--- src/rtl/axi_write_master.sv ---
`default_nettype none
`ifndef AXI_ID_BITS
`define AXI_ID_BITS 4
`endif
// ============================================================================
// Module   : axi_write_master
// Brief    : AXI4 write-only initiator, one outstanding INCR burst of 1-16
//            beats; local request + beat stream in, AW/W/B out, B-status back.
// Revision : 1.0 - initial release
// ============================================================================
module axi_write_master #(
    parameter logic [`AXI_ID_BITS-1:0] M_ID    = `AXI_ID_BITS'(0),
    parameter int                      MAX_LEN = 16
) (
    input  logic                    clk,
    input  logic                    rst,
    input  logic                    req_valid,
    output logic                    req_ready,
    input  logic [31:0]             req_addr,
    input  logic [3:0]              req_len,
    input  logic [2:0]              req_size,
    input  logic                    wd_valid,
    output logic                    wd_ready,
    input  logic [31:0]             wd_data,
    input  logic [3:0]              wd_strb,
    output logic                    done_valid,
    output logic [1:0]              done_resp,
    output logic                    busy,
    output logic [`AXI_ID_BITS-1:0] AWID_M,
    output logic [31:0]             AWADDR_M,
    output logic [3:0]              AWLEN_M,
    output logic [2:0]              AWSIZE_M,
    output logic [1:0]              AWBURST_M,
    output logic                    AWVALID_M,
    input  logic                    AWREADY_M,
    output logic [31:0]             WDATA_M,
    output logic [3:0]              WSTRB_M,
    output logic                    WLAST_M,
    output logic                    WVALID_M,
    input  logic                    WREADY_M,
    input  logic [`AXI_ID_BITS-1:0] BID_M,
    input  logic [1:0]              BRESP_M,
    input  logic                    BVALID_M,
    output logic                    BREADY_M
);

    localparam logic [3:0] CNT_MAX = 4'(MAX_LEN - 1);

    typedef enum logic [2:0] {
        S_IDLE      = 3'd0,
        S_ADDR_DATA = 3'd1,
        S_DATA_ONLY = 3'd2,
        S_ADDR_ONLY = 3'd3,
        S_RESP      = 3'd4
    } state_t;

    state_t      state_q;
    logic        req_ready_q;
    logic        awvalid_q;
    logic        w_open_q;
    logic        bready_q;
    logic        done_valid_q;
    logic        busy_q;
    logic        aw_done_q;
    logic        w_done_q;
    logic [1:0]  done_resp_q;
    logic [31:0] addr_q;
    logic [3:0]  len_q;
    logic [2:0]  size_q;
    logic [3:0]  cnt_q;
    logic [3:0]  cnt_d;

    logic        aw_hs;
    logic        w_hs;
    logic        w_last;
    logic        aw_fin;
    logic        w_fin;

    assign aw_hs  = awvalid_q & AWREADY_M;
    assign w_hs   = w_open_q & wd_valid & WREADY_M;
    assign w_last = w_open_q & (cnt_q == len_q);
    // Completion of each channel counts whether it happened earlier or right now.
    assign aw_fin = aw_done_q | aw_hs;
    assign w_fin  = w_done_q | (w_hs & w_last);
    assign cnt_d  = (w_hs && (cnt_q != CNT_MAX)) ? cnt_q + 4'd1 : cnt_q;

    always_ff @(posedge clk) begin
        if (!rst) begin
            state_q      <= S_IDLE;
            req_ready_q  <= 1'b1;
            awvalid_q    <= 1'b0;
            w_open_q     <= 1'b0;
            bready_q     <= 1'b0;
            done_valid_q <= 1'b0;
            busy_q       <= 1'b0;
            aw_done_q    <= 1'b0;
            w_done_q     <= 1'b0;
            done_resp_q  <= 2'b00;
            addr_q       <= 32'd0;
            len_q        <= 4'd0;
            size_q       <= 3'd0;
            cnt_q        <= 4'd0;
        end else begin
            done_valid_q <= 1'b0;
            case (state_q)
                S_IDLE: begin
                    busy_q <= req_valid;
                    if (req_valid) begin
                        addr_q      <= req_addr;
                        len_q       <= req_len;
                        size_q      <= req_size;
                        cnt_q       <= 4'd0;
                        aw_done_q   <= 1'b0;
                        w_done_q    <= 1'b0;
                        awvalid_q   <= 1'b1;
                        w_open_q    <= 1'b1;
                        req_ready_q <= 1'b0;
                        state_q     <= S_ADDR_DATA;
                    end
                end
                S_ADDR_DATA, S_DATA_ONLY, S_ADDR_ONLY: begin
                    cnt_q     <= cnt_d;
                    aw_done_q <= aw_fin;
                    w_done_q  <= w_fin;
                    if (aw_hs) begin
                        awvalid_q <= 1'b0;
                    end
                    if (w_hs && w_last) begin
                        w_open_q <= 1'b0;
                    end
                    if (aw_fin && w_fin) begin
                        bready_q <= 1'b1;
                        state_q  <= S_RESP;
                    end else if (aw_fin) begin
                        state_q <= S_DATA_ONLY;
                    end else if (w_fin) begin
                        state_q <= S_ADDR_ONLY;
                    end
                end
                S_RESP: begin
                    if (BVALID_M) begin
                        bready_q     <= 1'b0;
                        done_valid_q <= 1'b1;
                        // A response carrying a foreign ID cannot be trusted.
                        done_resp_q  <= (BID_M != M_ID) ? 2'b10 : BRESP_M;
                        req_ready_q  <= 1'b1;
                        state_q      <= S_IDLE;
                    end
                end
                default: begin
                    awvalid_q   <= 1'b0;
                    w_open_q    <= 1'b0;
                    bready_q    <= 1'b0;
                    req_ready_q <= 1'b1;
                    state_q     <= S_IDLE;
                end
            endcase
        end
    end

    assign req_ready  = req_ready_q;
    assign busy       = busy_q;
    assign done_valid = done_valid_q;
    assign done_resp  = done_resp_q;

    assign AWID_M     = M_ID;
    assign AWADDR_M   = addr_q;
    assign AWLEN_M    = len_q;
    assign AWSIZE_M   = size_q;
    assign AWBURST_M  = 2'b01;
    assign AWVALID_M  = awvalid_q;

    assign WVALID_M   = w_open_q & wd_valid;
    assign wd_ready   = w_open_q & WREADY_M;
    assign WDATA_M    = w_open_q ? wd_data : 32'd0;
    assign WSTRB_M    = w_open_q ? wd_strb : 4'd0;
    assign WLAST_M    = w_last;

    assign BREADY_M   = bready_q;

endmodule
`default_nettype wire

--- config.mk ---
export PLATFORM = sky130hd
export DESIGN_NAME = axi_write_master
export DESIGN_NICKNAME = d
export VERILOG_FILES = /design/src/rtl/axi_write_master.sv
export SDC_FILE = /design/constraint.sdc
export NUM_CORES = 1
export LEC_CHECK = 0
export CAP_MARGIN = 0
export CORE_MARGIN = 2
export CORE_UTILIZATION = 38
export DETAILED_ROUTE_END_ITERATION = 6
export PLACE_DENSITY_LB_ADDON = 0.15
export SYNTH_ARGS = -nofsm -noshare
export SYNTH_HDL_FRONTEND = slang
export SYNTH_SLANG_ARGS = --single-unit
--- constraint.sdc ---
create_clock -name clk -period 2.6 [get_ports clk]
set_clock_uncertainty 0.05 [all_clocks]
set_input_delay 0.52 -clock clk [delete_from_list [all_inputs] [get_ports clk]]
set_output_delay 0.52 -clock clk [all_outputs]
set_load 0.01 [all_outputs]
Word-level counts from Yosys, hierarchy flattened
Index checks and enable logic that the tools add are counted.
- add/subtract/negate cells: 1
- eq/ne operators: 13
- muxes and demuxes: 26
- bitwise logic cells: 11
- reduce and logical (&&, ||, !) cells: 17
- operators with widths (kind ; count):
    2-to-1 mux 32 bit ; 1
    AND reduction 3 bit ; 6
    2-to-1 mux 3 bit ; 5
    2-to-1 mux 4 bit ; 3
    != test 2 bit, second input constant ; 6
    case mux 1 bit (3 select lines) ; 4
    case mux 3 bit (3 select lines) ; 1
    2-to-1 mux 1 bit ; 8
    != test 4 bit, second input constant ; 2
    case mux 4 bit (2 select lines) ; 1
    AND reduction 2 bit ; 4
    AND 1 bit ; 6
    equality test 3 x 2 -> 1 bit, second input constant ; 2
    adder 4 x 1 -> 4 bit, second input constant ; 1
    equality test 4 bit ; 1
    case mux 1 bit (2 select lines) ; 2
    nonzero test 4 bit ; 1
    equality test 3 x 1 -> 1 bit, second input constant ; 1
    equality test 3 bit, second input constant ; 1
    logical AND 1 bit ; 3
    logical NOT 3 bit ; 1
    inverter 1 bit ; 3
    OR reduction 3 bit ; 1
    2-to-1 mux 2 bit ; 1
    2 further kinds ; 3
- register bits: 56
- output and inout bits: 91
- logic and storage cells: 82

Depth between registers and ports, before layout
Gate-level depths: netlist (run 1).
- depth in word-level cells: 8
- depth in mapped cells: 6
- depth with buffers taken out: 5

Worst setup path after synthesis (run 1)
OpenSTA, ideal clock, no wires.
- path kind: register to output
- start: reg cnt_q[2]
- end: out WLAST_M
- arrival: 1.114 ns
- slack: 0.916 ns
- stages on the path, launching flop included: 4
- cells stage by stage: dfxtp_1 xor2_1 nor4_4 and2_1
- word-level cells in the longest chain between the ends: 2
- RTL lines (what ; line ; source):
    from (decl) ; 70 ; logic [3:0] cnt_q;
    from (signal assigned) ; 122 ; cnt_q <= cnt_d;
    equality test 4 bit ; 81 ; assign w_last = w_open_q & (cnt_q == len_q);
    AND 1 bit ; 81 ;
    to (decl) ; 38 ; output logic WLAST_M,
Every way passes these cells.

Final worst setup path (run 1)
Ends and elaborated chain as after synthesis.

==> results of run 1 <==
## synthesized netlist by cell type, types with 2 or more instances
cell                        n  area, um2
sky130_fd_sc_hd__and2_1    40        250
sky130_fd_sc_hd__buf_2      4       20.0
sky130_fd_sc_hd__clkbuf_1  18       67.6
sky130_fd_sc_hd__buf_4      6       45.0
sky130_fd_sc_hd__o31ai_1    2       15.0
sky130_fd_sc_hd__o21ai_0    4       20.0
sky130_fd_sc_hd__dfxtp_1   56       1120
sky130_fd_sc_hd__and3_1     2       12.5
sky130_fd_sc_hd__nor2_1     6       22.5
sky130_fd_sc_hd__nand3_1    6       30.0
sky130_fd_sc_hd__nand2b_1   2       12.5
sky130_fd_sc_hd__inv_1      4       15.0
sky130_fd_sc_hd__mux2i_1    2       20.0
sky130_fd_sc_hd__a21oi_1    9       45.0
sky130_fd_sc_hd__a21boi_0  46        345
sky130_fd_sc_hd__xor2_1     4       35.0
sky130_fd_sc_hd__conb_1     2       7.51
sky130_fd_sc_hd__nand3b_1   4       30.0
sky130_fd_sc_hd__nor2b_1    3       18.8
sky130_fd_sc_hd__nand2_1   83        312
## registers in the layout, summed over array words and instances, names as in the netlist
register and cells:
cnt_q 4, state_q 3, AWLEN_M 4, w_open_q 1
AWSIZE_M 3, req_ready 1, AWADDR_M 32, done_resp 2
w_done_q 1, busy 1, AWVALID_M 1, done_valid 1
BREADY_M 1, aw_done_q 1
## logic make-up after synthesis
logic type      after synthesis
compound gates               71
xor+xnor                      4
fa+ha+maj                     1
buf+inv                      33
flops                        56
mux                           3
other cells                   2
simple gates                152
## path summary, 6_finish.rpt
check	from	to	slack, ps	depth (start not counted)
hold / removal	AWADDR_M[1]	AWADDR_M[1]	420	2
hold reg to reg	AWADDR_M[1]	AWADDR_M[1]	420	2
setup reg to reg	w_open_q	cnt_q[3]	830	5
setup / recovery	cnt_q[2]	WLAST_M	140	4
## area by class of cell
class                           count  share of cell area
Clock buffer                        7              0.0191
Clock inverter                      1             0.00166
Inverter                            4             0.00333
Multi-Input combinational cell    237               0.305
Sequential cell                    56               0.248
Tap cell                           80              0.0222
Timing Repair Buffer              180               0.400
## metrics by stage
| step | util | area (um2) | hold slack [ps] | std cells | total power [mW] |
|---|---|---|---|---|---|
| floorplan | - | 2650 | 432 | 326 | 1.32 |
| detailed placement | 0.654 | 4420 | 405 | 557 | 1.75 |
| CTS | 0.668 | 4510 | 418 | 565 | 2.24 |
| global placement | 0.654 | 4420 | 398 | 557 | 1.74 |
| finish | 0.668 | 4510 | 417 | 565 | 2.22 |
| global route | 0.668 | 4510 | 437 | 565 | 2.35 |
## report_power, final
part | switching (mW) | total [mW] | leakage [nW] | internal (mW)
sequential | 0.0463 | 0.971 | 0.459 | 0.925
combinational | 0.314 | 0.755 | 1.22 | 0.440
clock | 0.274 | 0.492 | 0.0445 | 0.217
total | 0.635 | 2.22 | 1.73 | 1.58
## placed cells by master (no fill, tap or decap), drive strengths merged, types with 2 or more instances in the layout
cell	synthesis	final
clkdlybuf4s50	0	172
nand2	83	83
dfxtp	56	56
a21boi	46	46
and2	40	40
a21oi	9	9
buf	10	8
clkbuf	19	7
nor2	6	6
nand3	6	6
conb	2	6
xor2	4	4
nand3b	4	4
o21ai	4	4
inv	4	4
nor2b	3	3
and3	2	2
mux2i	2	2
nand2b	2	2
o31ai	2	2
nor4	2	2
a31oi	2	2
## metal layers
metal  vias to the layer above  global-route usage  wire length (um)
met5                         -                   0                 0
met4                         0              0.0517                99
met3                         6              0.0739               772
met2                       123               0.340              3660
met1                      1186               0.214              2950
li1                       1361                   -                 -
## worst max-delay path, delay by kind of cell, from the launching register on
family | cells | cell delay, ps
simple gates | 2 | 480
flops | 1 | 360
xor+xnor | 1 | 200
buf+inv | 1 | 550
==> metrics.txt, run 1 <==
# TYPE chip_impl_metric gauge
chip_impl_info{name="outcome",value="finished clean"} 1
chip_impl_metric{name="syn_to_final_growth",unit="%"} 71.2
chip_impl_metric{name="final_nets",unit=""} 573
chip_impl_metric{name="timing.final.hold_violations",unit=""} 0
chip_impl_metric{name="clk_pin_slew",unit="ps"} 90
chip_impl_metric{name="place.port_buffers",unit=""} 172
chip_impl_info{name="critical_path.startpoint_type",value="register"} 1
chip_impl_info{name="crit_chain",value="xor2_1, nor4_4, and2_1, clkdlybuf4s50_1"} 1
chip_impl_metric{name="cpPeakStageDelay",unit="ps"} 550
chip_impl_metric{name="vdd.ir_drop.worst",unit="V"} 0.000292
chip_impl_metric{name="initialDrtViolationCount",unit=""} 171
chip_impl_metric{name="postCtsSetupBuffers",unit=""} 0
chip_impl_metric{name="critPathArrivalTime",unit="ps"} 1890
chip_impl_metric{name="globalRoute.totalOverflow",unit=""} 0
chip_impl_info{name="hp-class",value="register to register"} 1
chip_impl_info{name="rsz0062_at_grt",value="no"} 1
chip_impl_metric{name="floorplan.die_area",unit="um2"} 7620
chip_impl_metric{name="edff_count_synth",unit=""} 0
chip_impl_metric{name="timing.critical_path.fanout_max",unit=""} 5
chip_impl_metric{name="max_cap_viol_count",unit=""} 0
chip_impl_metric{name="dr_total_vias",unit=""} 2676
chip_impl_metric{name="htree_num_levels",unit=""} 2
chip_impl_metric{name="postSynthAreaPerCell",unit="um2"} 8.19
chip_impl_metric{name="synth_compound_gate_area_share",unit=""} 0.195
chip_impl_metric{name="antenna_violation_net_count_after_detailed_routing",unit=""} 0
chip_impl_metric{name="routed_wl",unit="mm"} 7.48
chip_impl_metric{name="cts.hold.buffers_added",unit=""} 0
chip_impl_metric{name="synthSimpleGateAreaFrac",unit=""} 0.290
chip_impl_info{name="critical-path-slowest-cell",value="sky130_fd_sc_hd__clkdlybuf4s50_1"} 1
chip_impl_info{name="synthFlopType",value="sky130_fd_sc_hd__dfxtp_1"} 1
chip_impl_metric{name="setup-violations-final",unit=""} 0
chip_impl_metric{name="grt_use_total",unit=""} 0.192
chip_impl_metric{name="grt_pass1_wl",unit="mm"} 11.7
chip_impl_metric{name="timing.critical_path.required",unit="ps"} 2030
chip_impl_metric{name="yosys.area_share.adder",unit=""} 0.00475
chip_impl_metric{name="layout-drive-gt1-share",unit=""} 0.0412
chip_impl_metric{name="post_route_setup_tns",unit="ps"} 0
chip_impl_metric{name="synth_cells",unit=""} 322
chip_impl_metric{name="std_cell_rows",unit=""} 30
chip_impl_metric{name="floorplan.initialDensity",unit=""} 0.390
chip_impl_info{name="end_kind",value="output pin"} 1
chip_impl_metric{name="seq_area_frac_synth",unit=""} 0.425
chip_impl_metric{name="drt-pass1-iter-count",unit=""} 4
chip_impl_metric{name="post_synth_arst_share",unit=""} 0
chip_impl_metric{name="power_density",unit="nW/um2"} 491
chip_impl_metric{name="max-clock-path-buffers",unit=""} 2
chip_impl_metric{name="die_x",unit="um"} 87.3
chip_impl_metric{name="place_worst_setup_slack",unit="ps"} 372
chip_impl_info{name="synth_top_family_by_area",value="simple AND/OR/NAND/NOR gates"} 1
chip_impl_metric{name="first_global_vias",unit=""} 2429
chip_impl_metric{name="wire_per_inst",unit="um"} 13.2
chip_impl_info{name="cts_tree",value="built"} 1
chip_impl_metric{name="synth_xor_area_frac",unit=""} 0.0133
chip_impl_metric{name="top_level_i_o_count",unit=""} 179
chip_impl_metric{name="mappedNetlistArea",unit="um2"} 2640
chip_impl_metric{name="achievable-frequency",unit="GHz"} 0.407
chip_impl_metric{name="fin_ws",unit="ps"} 142
chip_impl_metric{name="detail_route.drc_violations",unit=""} 0
chip_impl_metric{name="finalCritPeriodShare",unit=""} 0.945
chip_impl_metric{name="antenna_found_initial",unit=""} 0
chip_impl_metric{name="clk_latency",unit="ps"} 310
chip_impl_metric{name="post_synth_mux_area_share",unit=""} 0.0119
chip_impl_metric{name="post-route-min-period",unit="ps"} 2460
chip_impl_metric{name="cts_resized",unit=""} 0
chip_impl_metric{name="design.core.area",unit="um2"} 6760
chip_impl_metric{name="cts_num_sinks",unit=""} 56
chip_impl_metric{name="yosys.cell_types.count",unit=""} 39
chip_impl_metric{name="detailed_place_hpwl",unit="mm"} 5.60
chip_impl_metric{name="synthesis.yosys.warnings",unit=""} 0
chip_impl_metric{name="cts_made_buffers",unit=""} 5
chip_impl_metric{name="antennaDiodeCount",unit=""} 0
chip_impl_metric{name="gp_congestion",unit=""} 0.699
chip_impl_info{name="cts_root_buf",value="sky130_fd_sc_hd__clkbuf_8"} 1
chip_impl_metric{name="die_height",unit="um"} 87.3
chip_impl_metric{name="cellLeakagePower",unit="nW"} 1.73
chip_impl_metric{name="final.fill_count",unit=""} 589
chip_impl_info{name="critPathKind",value="register to output pin"} 1
chip_impl_metric{name="final-seq-area",unit="um2"} 1120
chip_impl_metric{name="yosys_register_bits",unit=""} 56
chip_impl_metric{name="avgViaCountPerCell",unit=""} 4.74
chip_impl_metric{name="slew_violations",unit=""} 0
chip_impl_metric{name="multi_input_comb_area",unit="um2"} 1380
chip_impl_metric{name="grt_max_degree",unit=""} 57
Note: power is estimated with default switching activity, not from simulation.
==> run 2: changes to the inputs <==
--- a/config.mk
+++ b/config.mk
@@ -6,10 +6,12 @@
 export NUM_CORES = 1
 export LEC_CHECK = 0
 export CAP_MARGIN = 0
-export CORE_MARGIN = 2
+export CORE_MARGIN = 3
 export CORE_UTILIZATION = 38
+export CTS_CLUSTER_SIZE = 20
 export DETAILED_ROUTE_END_ITERATION = 6
 export PLACE_DENSITY_LB_ADDON = 0.15
+export SLEW_MARGIN = 10
 export SYNTH_ARGS = -nofsm -noshare
 export SYNTH_HDL_FRONTEND = slang
 export SYNTH_SLANG_ARGS = --single-unit
==> metrics.txt, run 2 (same netlist as run 1, synthesis figures left out) <==
# TYPE chip_impl_metric gauge
chip_impl_info{name="outcome",value="finished clean"} 1
chip_impl_metric{name="first_global_vias",unit=""} 2456
chip_impl_metric{name="postCtsSetupBuffers",unit=""} 0
chip_impl_metric{name="cts_resized",unit=""} 0
chip_impl_metric{name="globalRoute.totalOverflow",unit=""} 0
chip_impl_metric{name="final_nets",unit=""} 573
chip_impl_info{name="path_delay_family",value="buffers and inverters"} 1
chip_impl_metric{name="top_level_i_o_count",unit=""} 179
chip_impl_metric{name="critPathArrivalTime",unit="ps"} 1880
chip_impl_metric{name="initialDrtViolationCount",unit=""} 170
chip_impl_metric{name="multi_input_comb_area",unit="um2"} 1380
chip_impl_metric{name="hold_path_depth",unit=""} 2
chip_impl_metric{name="clk_latency",unit="ps"} 300
chip_impl_metric{name="detail_route.drc_violations",unit=""} 0
chip_impl_metric{name="design.core.area",unit="um2"} 6530
chip_impl_metric{name="cellLeakagePower",unit="nW"} 1.72
chip_impl_info{name="hold_path.startpoint",value="AWADDR_M[5]"} 1
chip_impl_metric{name="grt_max_degree",unit=""} 57
chip_impl_info{name="end_kind",value="output pin"} 1
chip_impl_metric{name="drt-pass1-iter-count",unit=""} 4
chip_impl_metric{name="cts_made_buffers",unit=""} 5
chip_impl_metric{name="crit_buf_inv",unit=""} 1
chip_impl_metric{name="grt_use_total",unit=""} 0.189
chip_impl_info{name="layout.cells.most_common_list",value="sky130_fd_sc_hd__clkdlybuf4s50_1 (172), sky130_fd_sc_hd__nand2_1 (83), sky130_fd_sc_hd__dfxtp_1 (56), sky130_fd_sc_hd__a21boi_0 (46), sky130_fd_sc_hd__and2_1 (40)"} 1
chip_impl_info{name="crit_chain",value="xor2_1, nor4_4, and2_1, clkdlybuf4s50_1"} 1
chip_impl_metric{name="antenna_violation_net_count_after_detailed_routing",unit=""} 0
chip_impl_metric{name="cts.hold.buffers_added",unit=""} 0
chip_impl_metric{name="antenna_found_initial",unit=""} 0
chip_impl_metric{name="post-route-min-period",unit="ps"} 2450
chip_impl_metric{name="routed_wl",unit="mm"} 7.89
chip_impl_info{name="cts_root_buf",value="sky130_fd_sc_hd__clkbuf_8"} 1
chip_impl_metric{name="max_cap_viol_count",unit=""} 0
chip_impl_metric{name="placed_cells_incl_taps",unit=""} 554
chip_impl_metric{name="std_cell_rows",unit=""} 29
chip_impl_info{name="layout_commonest_cell",value="sky130_fd_sc_hd__clkdlybuf4s50_1"} 1
chip_impl_metric{name="cts_num_sinks",unit=""} 56
chip_impl_metric{name="place.port_buffers",unit=""} 172
chip_impl_metric{name="clk_pin_slew",unit="ps"} 90
chip_impl_metric{name="slew_violations",unit=""} 0
chip_impl_metric{name="timing.final.hold_violations",unit=""} 0
chip_impl_metric{name="setup-violations-final",unit=""} 0
chip_impl_info{name="rsz0062_at_grt",value="no"} 1
chip_impl_info{name="cts_tree",value="built"} 1
chip_impl_metric{name="fin_hold_ws",unit="ps"} 414
chip_impl_info{name="worst_r2r_startpoint",value="w_open_q"} 1
chip_impl_metric{name="finalCritPeriodShare",unit=""} 0.943
chip_impl_metric{name="grt_pass1_wl",unit="mm"} 11.8
chip_impl_info{name="hold_end",value="AWADDR_M[5]"} 1
chip_impl_info{name="critical-path-slowest-cell",value="sky130_fd_sc_hd__clkdlybuf4s50_1"} 1
chip_impl_metric{name="floorplan.die_area",unit="um2"} 7970
chip_impl_metric{name="wire_per_inst",unit="um"} 14.0
chip_impl_metric{name="die_x",unit="um"} 89.3
chip_impl_metric{name="floorplan.initialDensity",unit=""} 0.404
chip_impl_info{name="critical_path.startpoint_type",value="register"} 1
chip_impl_metric{name="gp_congestion",unit=""} 0.745
chip_impl_metric{name="setup.reg_to_reg.worst_slack",unit="ps"} 860
chip_impl_metric{name="avgViaCountPerCell",unit=""} 4.76
chip_impl_metric{name="path_depth",unit=""} 4
chip_impl_metric{name="instances_no_fill",unit=""} 562
chip_impl_info{name="critPathKind",value="register to output pin"} 1
chip_impl_metric{name="largest_register_ff_count",unit=""} 32
chip_impl_metric{name="post_route_setup_tns",unit="ps"} 0
chip_impl_metric{name="die_height",unit="um"} 89.3
chip_impl_metric{name="timing.critical_path.required",unit="ps"} 2030
chip_impl_metric{name="max-clock-path-buffers",unit=""} 2
chip_impl_metric{name="achievable-frequency",unit="GHz"} 0.408
chip_impl_metric{name="timing.critical_path.fanout_max",unit=""} 5
chip_impl_metric{name="final.fill_count",unit=""} 582
chip_impl_metric{name="antennaDiodeCount",unit=""} 0
chip_impl_metric{name="detailed_place_hpwl",unit="mm"} 6.08
chip_impl_info{name="rr_endpoint",value="cnt_q[3]"} 1
chip_impl_info{name="hp-class",value="register to register"} 1
chip_impl_metric{name="vdd.ir_drop.worst",unit="V"} 0.000382
chip_impl_metric{name="layout-drive-gt1-share",unit=""} 0.0392
chip_impl_metric{name="reg2regPathDepth",unit=""} 5
chip_impl_metric{name="syn_to_final_growth",unit="%"} 70.0
chip_impl_metric{name="htree_num_levels",unit=""} 2
chip_impl_metric{name="final-seq-area",unit="um2"} 1120
chip_impl_metric{name="power_density",unit="nW/um2"} 491
chip_impl_metric{name="cpPeakStageDelay",unit="ps"} 540
chip_impl_metric{name="dr_total_vias",unit=""} 2675
chip_impl_metric{name="final_core_utilization",unit=""} 0.686
[run 2: cell types whose count changed in the layout (fill, tap and decap cells not counted)]
cell | previous run | this run
sky130_fd_sc_hd__buf_12 | 2 | 0
sky130_fd_sc_hd__buf_4 | 6 | 8
sky130_fd_sc_hd__clkbuf_1 | 1 | 2
sky130_fd_sc_hd__clkinvlp_4 | 1 | 0
[run 2: where the power goes]
part           switching [mW]  total [mW]  internal, mW
Combinational           0.317       0.749         0.432
Clock                   0.266       0.484         0.218
Sequential             0.0445       0.969         0.925
[run 2: layer usage]
metal  routed length [um]  vias to the layer above  global-route usage
met5                    0                        -                   0
met4                   66                        0              0.0447
met3                  859                        5              0.0691
met2                 3920                      109               0.333
met1                 3040                     1201               0.219
li1                     -                     1360                   -
[run 2: per-stage QoR]
step,power (mW),area (um2),worst slack [ps]
after global routing,2.33,4480,33.1
final,2.20,4480,147
after global placement,1.73,4390,359
after detailed placement,1.75,4390,360
after floorplan,1.32,2650,916
after CTS,2.23,4480,129
[run 2: cell type report]
cell class / count / share of cell area
clock buffer: 8 / 0.0201
multi-input combinational: 237 / 0.307
inverter: 4 / 0.00335
sequential: 56 / 0.250
timing repair buffer: 180 / 0.398
tap: 77 / 0.0215
[run 2: worst max path at each step]
stage | slack [ps] | endpoint | startpoint
floorplan | 920 | WLAST_M | cnt_q[2]
global placement | 360 | wd_ready | WREADY_M
detailed placement | 360 | wd_ready | WREADY_M
CTS | 130 | WLAST_M | cnt_q[2]
global route | 30 | WLAST_M | cnt_q[2]
finish | 150 | WLAST_M | cnt_q[2]
[run 2: worst register-to-register path, cell delays in order, from the launching register on]
cell	delay, ps
sky130_fd_sc_hd__dfxtp_1	390
sky130_fd_sc_hd__buf_4	290
sky130_fd_sc_hd__and3_1	260
sky130_fd_sc_hd__a31oi_2	160
sky130_fd_sc_hd__or3_1	370
sky130_fd_sc_hd__a21oi_1	150
==> run 3: changes to the inputs <==
--- a/config.mk
+++ b/config.mk
@@ -6,7 +6,7 @@
 export NUM_CORES = 1
 export LEC_CHECK = 0
 export CAP_MARGIN = 0
-export CORE_MARGIN = 3
+export CORE_MARGIN = 5
 export CORE_UTILIZATION = 38
 export CTS_CLUSTER_SIZE = 20
 export DETAILED_ROUTE_END_ITERATION = 6
==> metrics.txt, run 3 (same netlist as run 1, synthesis figures left out) <==
# TYPE chip_impl_metric gauge
chip_impl_info{name="critPathKind",value="register to output pin"} 1
chip_impl_metric{name="first_global_vias",unit=""} 2457
chip_impl_info{name="crit_chain",value="xor2_1, nor4_4, and2_1, clkdlybuf4s50_1"} 1
chip_impl_metric{name="routed_wl",unit="mm"} 8.27
chip_impl_metric{name="max-clock-path-buffers",unit=""} 2
chip_impl_metric{name="wire_per_inst",unit="um"} 14.6
chip_impl_metric{name="max_slew.worst_pin.slew",unit="ps"} 504
chip_impl_metric{name="syn_to_final_growth",unit="%"} 70.6
chip_impl_metric{name="design.core.area",unit="um2"} 6760
chip_impl_metric{name="grt_pass1_wl",unit="mm"} 12.5
chip_impl_metric{name="max_cap_viol_count",unit=""} 0
chip_impl_info{name="worst_r2r_startpoint",value="w_open_q"} 1
chip_impl_info{name="layout.cells.most_common_list",value="sky130_fd_sc_hd__clkdlybuf4s50_1 (171), sky130_fd_sc_hd__nand2_1 (83), sky130_fd_sc_hd__dfxtp_1 (56), sky130_fd_sc_hd__a21boi_0 (46), sky130_fd_sc_hd__and2_1 (40)"} 1
chip_impl_metric{name="setup.reg_to_reg.worst_slack",unit="ps"} 900
chip_impl_metric{name="die_x",unit="um"} 93.3
chip_impl_info{name="rsz0062_at_grt",value="no"} 1
chip_impl_metric{name="detail_route.drc_violations",unit=""} 0
chip_impl_info{name="critical_path.startpoint_type",value="register"} 1
chip_impl_metric{name="antenna_violation_net_count_after_detailed_routing",unit=""} 0
chip_impl_metric{name="post_route_setup_tns",unit="ps"} 0
chip_impl_metric{name="critPathArrivalTime",unit="ps"} 1920
chip_impl_metric{name="cellLeakagePower",unit="nW"} 1.73
chip_impl_metric{name="hold_path_depth",unit=""} 2
chip_impl_metric{name="floorplan.die_area",unit="um2"} 8700
chip_impl_metric{name="clk_pin_slew",unit="ps"} 100
chip_impl_metric{name="timing.critical_path.required",unit="ps"} 2030
chip_impl_metric{name="avgViaCountPerCell",unit=""} 4.71
chip_impl_metric{name="place.port_buffers",unit=""} 172
chip_impl_metric{name="timing.critical_path.fanout_max",unit=""} 5
chip_impl_info{name="rr_endpoint",value="cnt_q[3]"} 1
chip_impl_metric{name="drt-pass1-iter-count",unit=""} 4
chip_impl_metric{name="floorplan.initialDensity",unit=""} 0.390
chip_impl_info{name="cts_tree",value="built"} 1
chip_impl_metric{name="achievable-frequency",unit="GHz"} 0.401
chip_impl_metric{name="std_cell_rows",unit=""} 30
chip_impl_metric{name="antennaDiodeCount",unit=""} 0
chip_impl_metric{name="finalCritPeriodShare",unit=""} 0.958
chip_impl_metric{name="power",unit="mW"} 2.28
chip_impl_metric{name="dr_total_vias",unit=""} 2660
chip_impl_info{name="outcome",value="finished clean"} 1
chip_impl_info{name="critical-path-slowest-cell",value="sky130_fd_sc_hd__clkdlybuf4s50_1"} 1
chip_impl_metric{name="crit_buf_inv",unit=""} 1
chip_impl_metric{name="grt_use_total",unit=""} 0.181
chip_impl_metric{name="antenna_found_initial",unit=""} 0
chip_impl_metric{name="initialDrtViolationCount",unit=""} 106
chip_impl_info{name="end_kind",value="output pin"} 1
chip_impl_metric{name="die_height",unit="um"} 93.3
chip_impl_metric{name="layout-drive-gt1-share",unit=""} 0.0433
chip_impl_metric{name="slew_violations",unit=""} 0
chip_impl_info{name="hold_path.startpoint",value="AWADDR_M[27]"} 1
chip_impl_metric{name="timing.max_slew.rel_slack",unit=""} 0.664
chip_impl_metric{name="clk_latency",unit="ps"} 300
chip_impl_metric{name="grt_max_degree",unit=""} 40
chip_impl_metric{name="top_level_i_o_count",unit=""} 179
chip_impl_metric{name="setup-violations-final",unit=""} 0
chip_impl_metric{name="post-route-min-period",unit="ps"} 2490
chip_impl_metric{name="vdd.ir_drop.worst",unit="V"} 0.000419
chip_impl_metric{name="globalRoute.totalOverflow",unit=""} 0
chip_impl_metric{name="detailed_place_hpwl",unit="mm"} 6.55
chip_impl_info{name="cts_root_buf",value="sky130_fd_sc_hd__clkbuf_8"} 1
chip_impl_metric{name="postCtsSetupBuffers",unit=""} 0
chip_impl_metric{name="path_depth",unit=""} 4
chip_impl_metric{name="final_nets",unit=""} 573
chip_impl_metric{name="place_worst_setup_slack",unit="ps"} 368
chip_impl_metric{name="htree_num_levels",unit=""} 2
chip_impl_info{name="hold_end",value="AWADDR_M[27]"} 1
chip_impl_metric{name="fin_ws",unit="ps"} 108
chip_impl_metric{name="cpPeakStageDelay",unit="ps"} 550
chip_impl_metric{name="largest_register_ff_count",unit=""} 32
chip_impl_metric{name="cts.hold.buffers_added",unit=""} 0
chip_impl_info{name="layout_commonest_cell",value="sky130_fd_sc_hd__clkdlybuf4s50_1"} 1
chip_impl_metric{name="reg2regPathDepth",unit=""} 5
chip_impl_metric{name="power_density",unit="nW/um2"} 508
chip_impl_metric{name="timing.final.hold_violations",unit=""} 0
chip_impl_metric{name="cts_resized",unit=""} 0
chip_impl_metric{name="cts_made_buffers",unit=""} 5
chip_impl_info{name="hp-class",value="register to register"} 1
chip_impl_metric{name="cts_num_sinks",unit=""} 56
chip_impl_metric{name="gp_congestion",unit=""} 0.762
chip_impl_info{name="path_delay_family",value="buffers and inverters"} 1
## run 3: stage by stage
step | instances | utilization | cell area [um2] | hold slack [ps]
after detailed placement | 557 | 0.650 | 4390 | 405
after global routing | 565 | 0.666 | 4500 | 444
after CTS | 565 | 0.666 | 4500 | 419
final | 565 | 0.666 | 4500 | 416
after global placement | 557 | 0.650 | 4390 | 399
after floorplan | 326 | - | 2650 | 432
## run 3: worst max-delay path by stage
stage / startpoint / end / slack [ps]
finish: cnt_q[2] / WLAST_M / 110
global route: cnt_q[2] / WLAST_M / 20
CTS: cnt_q[2] / WLAST_M / 60
detailed placement: WREADY_M / wd_ready / 370
global placement: WREADY_M / wd_ready / 350
floorplan: cnt_q[2] / WLAST_M / 920
## run 3: final cells by class
cell class                      instances  area (um2)
Tap cell                               80         100
Clock buffer                            6        72.6
Timing Repair Buffer                  180        1780
Inverter                                4        15.0
Fill cell                             610        2260
Clock inverter                          2        35.0
Multi-Input combinational cell        237        1380
Sequential cell                        56        1120
## run 3: where the power goes
group / leakage, nW / total (mW) / internal [mW] / switching [mW]
Combinational: 1.21 / 0.751 / 0.431 / 0.320
Sequential: 0.459 / 0.968 / 0.925 / 0.0433
Clock: 0.0552 / 0.565 / 0.286 / 0.279
## run 3: worst reg2reg max path, stage by stage (launching register included)
cell	delay [ps]
sky130_fd_sc_hd__dfxtp_1	370
sky130_fd_sc_hd__buf_4	280
sky130_fd_sc_hd__and3_1	270
sky130_fd_sc_hd__a31oi_2	160
sky130_fd_sc_hd__or3_1	370
sky130_fd_sc_hd__a21oi_1	140
## run 3: layer usage
layer | global-route usage | up-vias | wire (um)
li1 | - | 1359 | -
met3 | 0.0668 | 7 | 817
met4 | 0.0391 | 0 | 71
met5 | 0 | - | 0
met2 | 0.311 | 113 | 4040
met1 | 0.214 | 1181 | 3340
